## config.mk

```make
export PLATFORM = sky130hd
export DESIGN_NAME = norm2_isqrt
export DESIGN_NICKNAME = d
export VERILOG_FILES = /design/src/rtl/norm2_pkg.sv /design/src/rtl/norm2_isqrt_step.sv /design/src/rtl/norm2_isqrt.sv
export SDC_FILE = /design/constraint.sdc
export NUM_CORES = 1
export LEC_CHECK = 0
export CAP_MARGIN = 20
export CORE_MARGIN = 1.5
export CORE_UTILIZATION = 40
export CTS_CLUSTER_SIZE = 30
export DETAILED_ROUTE_END_ITERATION = 7
export PLACE_DENSITY = 0.71
export RECOVER_POWER = 100
export SLEW_MARGIN = 10
export SYNTH_ARGS = -nofsm -noshare
export SYNTH_HDL_FRONTEND = slang
export SYNTH_SLANG_ARGS = --single-unit
```

## constraint.sdc

```tcl
create_clock -name clk -period 3.2 [get_ports clk]
set_clock_uncertainty 0.15 [all_clocks]
set_input_delay 0.8 -clock clk [delete_from_list [all_inputs] [get_ports clk]]
set_output_delay 0.8 -clock clk [all_outputs]
set_load 0.02 [all_outputs]
```

## src/rtl/norm2_pkg.sv

```systemverilog
// Shared constants for the norm2 square-root stage: widths and FSM state encodings.
package norm2_pkg;

  localparam int IN_W_DEF  = 64;
  localparam int OUT_W_DEF = IN_W_DEF / 2;
  localparam int CNT_W_DEF = $clog2(OUT_W_DEF + 1);

  localparam logic [1:0] IDLE = 2'd0;
  localparam logic [1:0] CALC = 2'd1;
  localparam logic [1:0] DONE = 2'd2;

  function automatic int cnt_width(input int out_w);
    return $clog2(out_w + 1);
  endfunction

endpackage

```

## src/rtl/norm2_isqrt_step.sv

```systemverilog
// One restoring square-root iteration: folds two radicand bits into the partial
// remainder and appends one bit to the partial root.
module norm2_isqrt_step
  import norm2_pkg::*;
#(
  parameter int OUT_W = OUT_W_DEF
) (
  input  logic [OUT_W+1:0] rem,
  input  logic [OUT_W-1:0] root,
  input  logic [1:0]       bits,
  output logic [OUT_W+1:0] rem_next,
  output logic [OUT_W-1:0] root_next
);

  logic [OUT_W+3:0] t_s;
  logic [OUT_W+3:0] trial_s;
  logic [OUT_W+3:0] diff_s;
  logic             unused_s;

  // Trial subtraction at full width; the kept remainder never exceeds 2*root.
  always_comb begin
    t_s      = {rem, bits};
    trial_s  = {2'b00, root, 2'b01};
    diff_s   = t_s - trial_s;
    if (t_s >= trial_s) begin
      rem_next  = diff_s[OUT_W+1:0];
      root_next = {root[OUT_W-2:0], 1'b1};
    end else begin
      rem_next  = t_s[OUT_W+1:0];
      root_next = {root[OUT_W-2:0], 1'b0};
    end
  end

  // These high bits are always zero given the bounded remainder and root.
  assign unused_s = ^{t_s[OUT_W+3:OUT_W+2], diff_s[OUT_W+3:OUT_W+2], root[OUT_W-1]};

endmodule

```

## src/rtl/norm2_isqrt.sv

```systemverilog
// Sequential integer square root of a signed radicand, one root bit per cycle,
// with a start/done pulse handshake.
module norm2_isqrt
  import norm2_pkg::*;
#(
  parameter  int IN_W  = IN_W_DEF,
  localparam int OUT_W = IN_W / 2
) (
  input  logic             clk,
  input  logic             rst,
  input  logic             r_enable,
  input  logic [IN_W-1:0]  x,
  output logic             w_enable,
  output logic [OUT_W-1:0] result,
  output logic [OUT_W:0]   remainder,
  output logic             neg_err,
  output logic             busy
);

  localparam int CNT_W = cnt_width(OUT_W);

  logic [1:0]       state_r;
  logic [CNT_W-1:0] cnt_r;
  logic [IN_W-1:0]  radicand_r;
  logic [OUT_W+1:0] rem_r;
  logic [OUT_W-1:0] root_r;
  logic             neg_r;
  logic [OUT_W+1:0] rem_next_s;
  logic [OUT_W-1:0] root_next_s;

  norm2_isqrt_step #(
    .OUT_W (OUT_W)
  ) u_step (
    .rem       (rem_r),
    .root      (root_r),
    .bits      (radicand_r[IN_W-1 -: 2]),
    .rem_next  (rem_next_s),
    .root_next (root_next_s)
  );

  // FSM, iteration datapath and registered outputs.
  always_ff @(posedge clk) begin
    if (rst) begin
      state_r    <= IDLE;
      cnt_r      <= '0;
      radicand_r <= '0;
      rem_r      <= '0;
      root_r     <= '0;
      neg_r      <= 1'b0;
      w_enable   <= 1'b0;
      result     <= '0;
      remainder  <= '0;
      neg_err    <= 1'b0;
      busy       <= 1'b0;
    end else begin
      w_enable <= 1'b0;
      case (state_r)
        IDLE: begin
          if (r_enable) begin
            neg_r      <= x[IN_W-1];
            radicand_r <= x[IN_W-1] ? '0 : x;
            rem_r      <= '0;
            root_r     <= '0;
            cnt_r      <= '0;
            busy       <= 1'b1;
            state_r    <= CALC;
          end else begin
            busy <= 1'b0;
          end
        end
        CALC: begin
          rem_r      <= rem_next_s;
          root_r     <= root_next_s;
          radicand_r <= radicand_r << 2;
          if (cnt_r == CNT_W'(OUT_W - 1)) begin
            state_r <= DONE;
          end else begin
            cnt_r <= cnt_r + CNT_W'(1);
          end
        end
        DONE: begin
          // Busy stays high through the done cycle and drops once back in IDLE.
          w_enable  <= 1'b1;
          result    <= neg_r ? '0 : root_r;
          remainder <= neg_r ? '0 : rem_r[OUT_W:0];
          neg_err   <= neg_r;
          state_r   <= IDLE;
        end
        default: begin
          state_r <= IDLE;
          busy    <= 1'b0;
        end
      endcase
    end
  end

endmodule

```

==> results of run 1 <==
-- synthesized netlist by cell type (5+ instances only) --
library cell  count
a21o_1           13
a21oi_1         112
a221oi_1         14
a22oi_1          35
a31oi_1          52
a32oi_1          11
and3_1            5
buf_1             5
clkbuf_1         77
dfxtp_1         207
ha_1             38
inv_1            40
mux2i_1          19
nand2_1         152
nand2b_1          6
nand3_1          60
nand4_1           8
nor2_1          140
nor2b_1          72
nor3_1           22
o21ai_0          13
o21ai_1          39
xnor2_1          17
xor2_1           19
-- routing by layer --
layer | global-route usage, % | vias to the layer above | share of wire [%]
met1 | 26.7 | 4296 | 45
met3 | 4.44 | 36 | 7.2
met4 | 4.46 | 0 | 1.4
met2 | 33.5 | 249 | 47
li1 | - | 4497 | -
met5 | 0 | - | 0
-- tightest hold or removal path, delay by kind of cell (launching register included) --
kind	cells	cell delay [ns]
compound gates	1	0.05
flops	1	0.30
simple gates	1	0.05
-- flip-flops by register name, summed over array words and instances, names as in the netlist, 2 cells and up --
signal and count:
rem_r 34, state_r 2, cnt_r 6, radicand_r 64, root_r 32, remainder 33
result 32
-- worst max path at each step --
| stage | startpoint | end | slack (ns) |
|---|---|---|---|
| floorplan | root_r[19]$_SDFFE_PP0P_ | rem_r[13]$_SDFFE_PP0P_ | 0.39 |
| global placement | r_enable | rem_r[27]$_SDFFE_PP0P_ | 0.20 |
| detailed placement | r_enable | rem_r[22]$_SDFFE_PP0P_ | 0.18 |
| CTS | root_r[19]$_SDFFE_PP0P_ | rem_r[20]$_SDFFE_PP0P_ | 0.18 |
| global route | root_r[19]$_SDFFE_PP0P_ | rem_r[6]$_SDFFE_PP0P_ | 0.008 |
| finish | root_r[19]$_SDFFE_PP0P_ | rem_r[23]$_SDFFE_PP0P_ | 0.21 |
-- cell families after synthesis --
| group | synth area share, % |
|---|---|
| adder cells (fa/ha/maj) | 4.78 |
| XOR/XNOR | 3.17 |
| multiplexers | 1.91 |
| buffers and inverters | 5.27 |
| AND/OR/NAND/NOR | 22.0 |
| flip-flops | 41.7 |
| AO/OA/AOI/OAI | 21.1 |
-- power by group --
part	total (mW)	leakage, nW	switching (mW)	internal [mW]
Combinational	7.11	2.88	3.92	3.19
Sequential	2.95	1.68	0.188	2.77
Clock	2.65	0.390	1.06	1.59
-- layout by cell type, fill, tap and decap left out, drive strengths merged, types with 2 or more instances in the layout --
cell type,n
a32oi,11
clkdlybuf4s50,65
a21o,13
nand3,60
nand4,8
xor2,19
a311oi,3
a211o,2
a21boi,3
ha,38
inv,40
a2111oi,3
clkbuf,39
and2,3
o21a,4
nor3,22
a31oi,52
mux2i,19
clkinv,9
a21oi,114
a211oi,4
and3,5
and4,4
dlygate4sd3,68
nor2b,72
dfxtp,207
a22oi,35
or2,4
or3,2
nand2,153
nand2b,6
a221oi,14
nor2,140
buf,20
xnor2,17
o21ai,53
-- per-stage QoR --
stage	hold WS (ns)	area, um2	utilization, %	cells	worst slack, ns
floorplan	0.282	9940	-	1236	0.391
global placement	0.292	11600	47.6	1631	0.199
detailed placement	0.297	11600	47.6	1631	0.177
CTS	0.303	12400	50.8	1673	0.184
global route	0.320	12300	50.6	1673	0.00764
finish	0.301	12300	50.6	1673	0.209
-- area by class of cell --
class,instances,area share [%]
Timing Repair Buffer,160,12.5
Clock buffer,32,5.62
Tap cell,324,3.29
Inverter,40,1.22
Multi-Input combinational cell,900,43.0
Clock inverter,10,0.641
Sequential cell,207,33.7
==> results.cfg, run 1 <==
[status]
outcome = finished clean

[clock_network]
postCtsHoldBufs = 0
cts_buffers = 24
clk_pin_slew_worst_paths_ns = 0.06
cts_tree = built
htreeDepth = 1
ctsResizeCount = 0
worstSkewPairLatency_ns = 0.51
ctsLongestPathBuffers = 3
cts.sinks = 207
postCtsSetupRepairBufs = 0
root_buffer = clkbuf_16

[floorplan]
core.rowCount = 57
start_util_pct = 40.9
die_w_um = 161
fp.dieH_um = 161
pin_count = 135
core_mm2 = 0.0243
die_area_mm2 = 0.0258

[routing]
via_per_inst = 5.43
num_vias = 9078
drc = 0
ant_nets = 0
routed_wl_um = 26000
drt_first_pass_iters = 5
first_iter_violations = 544
wl_per_cell_um = 15.6

[final_layout]
n_antenna_cell = 0
multi_input_area_mm2 = 0.00529
seqCellArea_mm2 = 0.00414
nets = 1438
drive_above_1_share_pct = 6.23
area_growth_pct = 23.8
n_fill_cell = 2328

[worst_setup_path]
critical_path_depth = 11
cp_top_family = compound AO/OA/AOI/OAI gates
crit_path_max_incr_delay_ns = 0.45
worst-endpoint-required_ns = 3.48
end_kind = flop
cp-start-kind = flop
path_buf_inv = 2
r2r_slack_ns = 0.21
worstRegToRegCells = 11
reg2reg_to = rem_r[23]$_SDFFE_PP0P_
arrival_ns = 3.27
cp_max_fo = 19
crit_chain = inv_1 > ha_1 > a21oi_4 > o21ai_2 > a311oi_4 > o22ai_2 > o41ai_4 > nand2_2 > buf_4 > mux2i_1 > o21ai_0
crit_type = flop to flop
r2r_start = root_r[19]$_SDFFE_PP0P_
critPathSlowestCell = o41ai_4

[placement]
place.gp.congestion = 0.903
portBuffers = 134
dp_hpwl_um = 17900

[worst_hold_path]
holdCritPathClass = flop to flop
holdPathStages = 2
min_to = radicand_r[1]$_SDFFE_PP0P_
min_from = radicand_r[1]$_SDFFE_PP0P_

[logic_synthesis]
yosys.area.top_type_share_pct = 41.7
yosysUniqueCellTypes = 60
ys_ff_latch = 207
yosysSeqAreaShare_pct = 41.7
syn_nets = 1341
yosys_warnings = 0
synthArstFlopShare_pct = 0
avgSynthCellArea_um2 = 8.04
ys_top_cells_by_area = dfxtp_1 42%, nand2_1 5.7%, a21oi_1 5.6%, nor2_1 5.3%, ha_1 4.8%
yosys.area.top_type = dfxtp_1
synth_edf_count = 0
synth_flop_cell = dfxtp_1
syn_inst = 1236
synthesis.area_mm2 = 0.00994

[sta]
period_share_pct = 93.5
finalSetupTns_ns = 0
setup_viol = 0
tightestPinTransition_ns = 1.35
fin_crit_ns = 2.99
hold_viol_final = 0
fmax_ghz = 0.334
relSlewSlack_pct = 10.2
rsz0062_at_grt = no
maxSlewViolCount = 0

[global_route]
grt.total_usage_pct = 20.1
grt_pass1_vias = 8538
grt_overflow = 0
grt_max_degree = 99
grt_pass1_wl_um = 43400
antenna_found_initial = 0

[job]
max-cap-violations = 0

[power_and_ir_drop]
p_total_mw = 12.7
p_leak_nw = 4.95
ir_worst_vdd_uv = 966
power_density_mw_per_mm2 = 1030
Note: power is estimated with default switching activity, not from simulation.
==> inputs of run 2 (changes only) <==
CORE_UTILIZATION = 45   (was 40)
PLACE_DENSITY = 0.77   (was 0.71)
==> run 2 against run 1 <==
  * Register-to-register slack barely moved
  * Final cell count down 2.7%
  * Clock power fell by 4%
  * Total power rose by 23%
  * Combinational power is 41% higher
  * Wire length shrank 1.5%
  * Critical path type unchanged
  * Highest routed layer unchanged
==> results.cfg, run 2 (same netlist as run 1, synthesis figures left out) <==
[status]
outcome = finished clean

[final_layout]
drive_above_1_share_pct = 6.08
seqCellArea_mm2 = 0.00415
largest_register = radicand_r
fin_util_pct = 56.4
area_growth_pct = 23.4
stdcell_area_mm2 = 0.0123
biggestRegsByFlops = radicand_r (64), rem_r (34), remainder (33)
n_fill_cell = 2020
n_antenna_cell = 0
layout_commonest_cell = dfxtp_1
largest_reg_flops = 64
multi_input_area_mm2 = 0.00531
nets = 1440
final_cell_mix = 206 x dfxtp_1, 152 x nand2_1, 137 x nor2_1

[power_and_ir_drop]
p_int_mw = 8.87
p_leak_nw = 4.93
power.share.clock_pct = 16.3
p_comb_share_pct = 64.1
power_density_mw_per_mm2 = 1280
p_sw_mw = 6.77
ir_worst_vdd_uv = 2060
swShare_pct = 43.3
seqPwrFrac_pct = 19.6

[clock_network]
ctsResizeCount = 0
cts_tree = built
root_buffer = clkbuf_16
clk_pin_slew_worst_paths_ns = 0.06
cts.sinks = 207
postCtsHoldBufs = 0
worstSkewPairLatency_ns = 0.52
ctsLongestPathBuffers = 3
htreeDepth = 1
postCtsSetupRepairBufs = 0
cts_buffers = 22

[floorplan]
core.rowCount = 54
die_area_mm2 = 0.0230
core_mm2 = 0.0218
fp.dieH_um = 152
die_w_um = 152
pin_count = 135
start_util_pct = 45.7

[sta]
setup_viol = 0
rsz0062_at_grt = no
hold_viol_final = 0
fmax_ghz = 0.334
hold_slack_ns = 0.312
fin_crit_ns = 2.99
period_share_pct = 93.5
tightestPinTransition_ns = 1.41
maxSlewViolCount = 0
finalSetupTns_ns = 0
relSlewSlack_pct = 5.76

[routing]
via_per_inst = 5.56
num_vias = 9055
first_iter_violations = 597
drt_first_pass_iters = 7
drc = 0
ant_nets = 0
wl_per_cell_um = 15.8
routed_wl_um = 25700

[worst_hold_path]
holdCritPathClass = flop to flop
holdPathStages = 2

[placement]
dp_hpwl_um = 17600
portBuffers = 134
place.gp.congestion = 0.917
placed_area_mm2 = 0.0116

[worst_setup_path]
cp_max_fo = 19
end_kind = flop
crit_path_max_incr_delay_ns = 0.45
arrival_ns = 3.22
crit_chain = inv_1 > ha_1 > a21o_1 > a21o_1 > a21oi_1 > nand2_1 > o41ai_4 > nand2_2 > buf_4 > mux2i_1 > o21ai_1
path_common_cell = a21o_1
critPathSlowestCell = o41ai_4
cp-start-kind = flop
crit_type = flop to flop
worst-endpoint-required_ns = 3.43
worstRegToRegCells = 11

[global_route]
grt_pass1_vias = 8465
grt_pass1_wl_um = 41900
antenna_found_initial = 0
grt.total_usage_pct = 22.3
grt_max_degree = 99
grt_overflow = 0

[job]
max-cap-violations = 0
-- run 2: changes by cell type in the layout (fill, tap and decap cells not counted), moves of 3 or more --
cell and change:
buf_4 +5, clkbuf_1 +4, clkbuf_16 -3, clkbuf_2 -4
clkinv_2 -6
-- run 2: worst max-delay path, delay by kind of cell (launching register included) --
family	cells	cell delay, ns
AO/OA/AOI/OAI	5	1.16
adder cells (fa/ha/maj)	1	0.37
buffers and inverters	2	0.34
flip-flops	1	0.40
multiplexers	1	0.20
AND/OR/NAND/NOR	2	0.25
-- run 2: power by group through the flow --
stage | sequential [mW] | combinational (mW) | clock [mW]
finish | 3.07 | 10.0 | 2.55
global route | 2.95 | 6.29 | 2.72
CTS | 3.05 | 9.03 | 2.61
detailed placement | 2.84 | 3.06 | 0
global placement | 3.10 | 8.88 | 0
floorplan | 2.82 | 2.87 | 0
-- run 2: worst paths after layout --
path / start / end / slack, ns
setup reg to reg: root_r[27]$_SDFFE_PP0P_ / rem_r[17]$_SDFFE_PP0P_ / 0.21
hold reg to reg: radicand_r[1]$_SDFFE_PP0P_ / radicand_r[1]$_SDFFE_PP0P_ / 0.31
setup / recovery: root_r[27]$_SDFFE_PP0P_ / rem_r[17]$_SDFFE_PP0P_ / 0.21
hold / removal: radicand_r[1]$_SDFFE_PP0P_ / radicand_r[1]$_SDFFE_PP0P_ / 0.31
-- run 2: cell type report --
| cell class | count | area share (%) |
|---|---|---|
| clock buffers | 32 | 5.20 |
| clock inverters | 5 | 0.704 |
| repair buffers | 164 | 12.9 |
| flip-flops and latches | 207 | 33.8 |
| inverters | 40 | 1.22 |
| multi-input cells | 900 | 43.3 |
| well taps | 280 | 2.86 |
-- run 2: stage by stage --
stage	setup slack [ns]	power (mW)	std cells
after floorplan	0.391	5.69	1236
after global placement	0.205	12.0	1591
after detailed placement	0.164	5.90	1591
after CTS	0.141	14.7	1628
after global routing	0.0152	12.0	1628
final	0.207	15.6	1628
-- run 2: routing by layer --
layer	track usage (%)	up-vias	wire (um)
met5	0	-	0
met1	29.8	4257	11400
li1	-	4496	-
met3	6.23	39	2110
met2	35.9	263	11700
met4	5.24	0	482
==> inputs of run 3 (changes only) <==
--- a/constraint.sdc
+++ b/constraint.sdc
@@ -3,3 +3,3 @@
 set_input_delay 0.8 -clock clk [delete_from_list [all_inputs] [get_ports clk]]
 set_output_delay 0.8 -clock clk [all_outputs]
-set_load 0.02 [all_outputs]
+set_load 0.01 [all_outputs]
==> results of run 3 <==
Same layout as run 2 (identical final DEF). Status: finished clean.
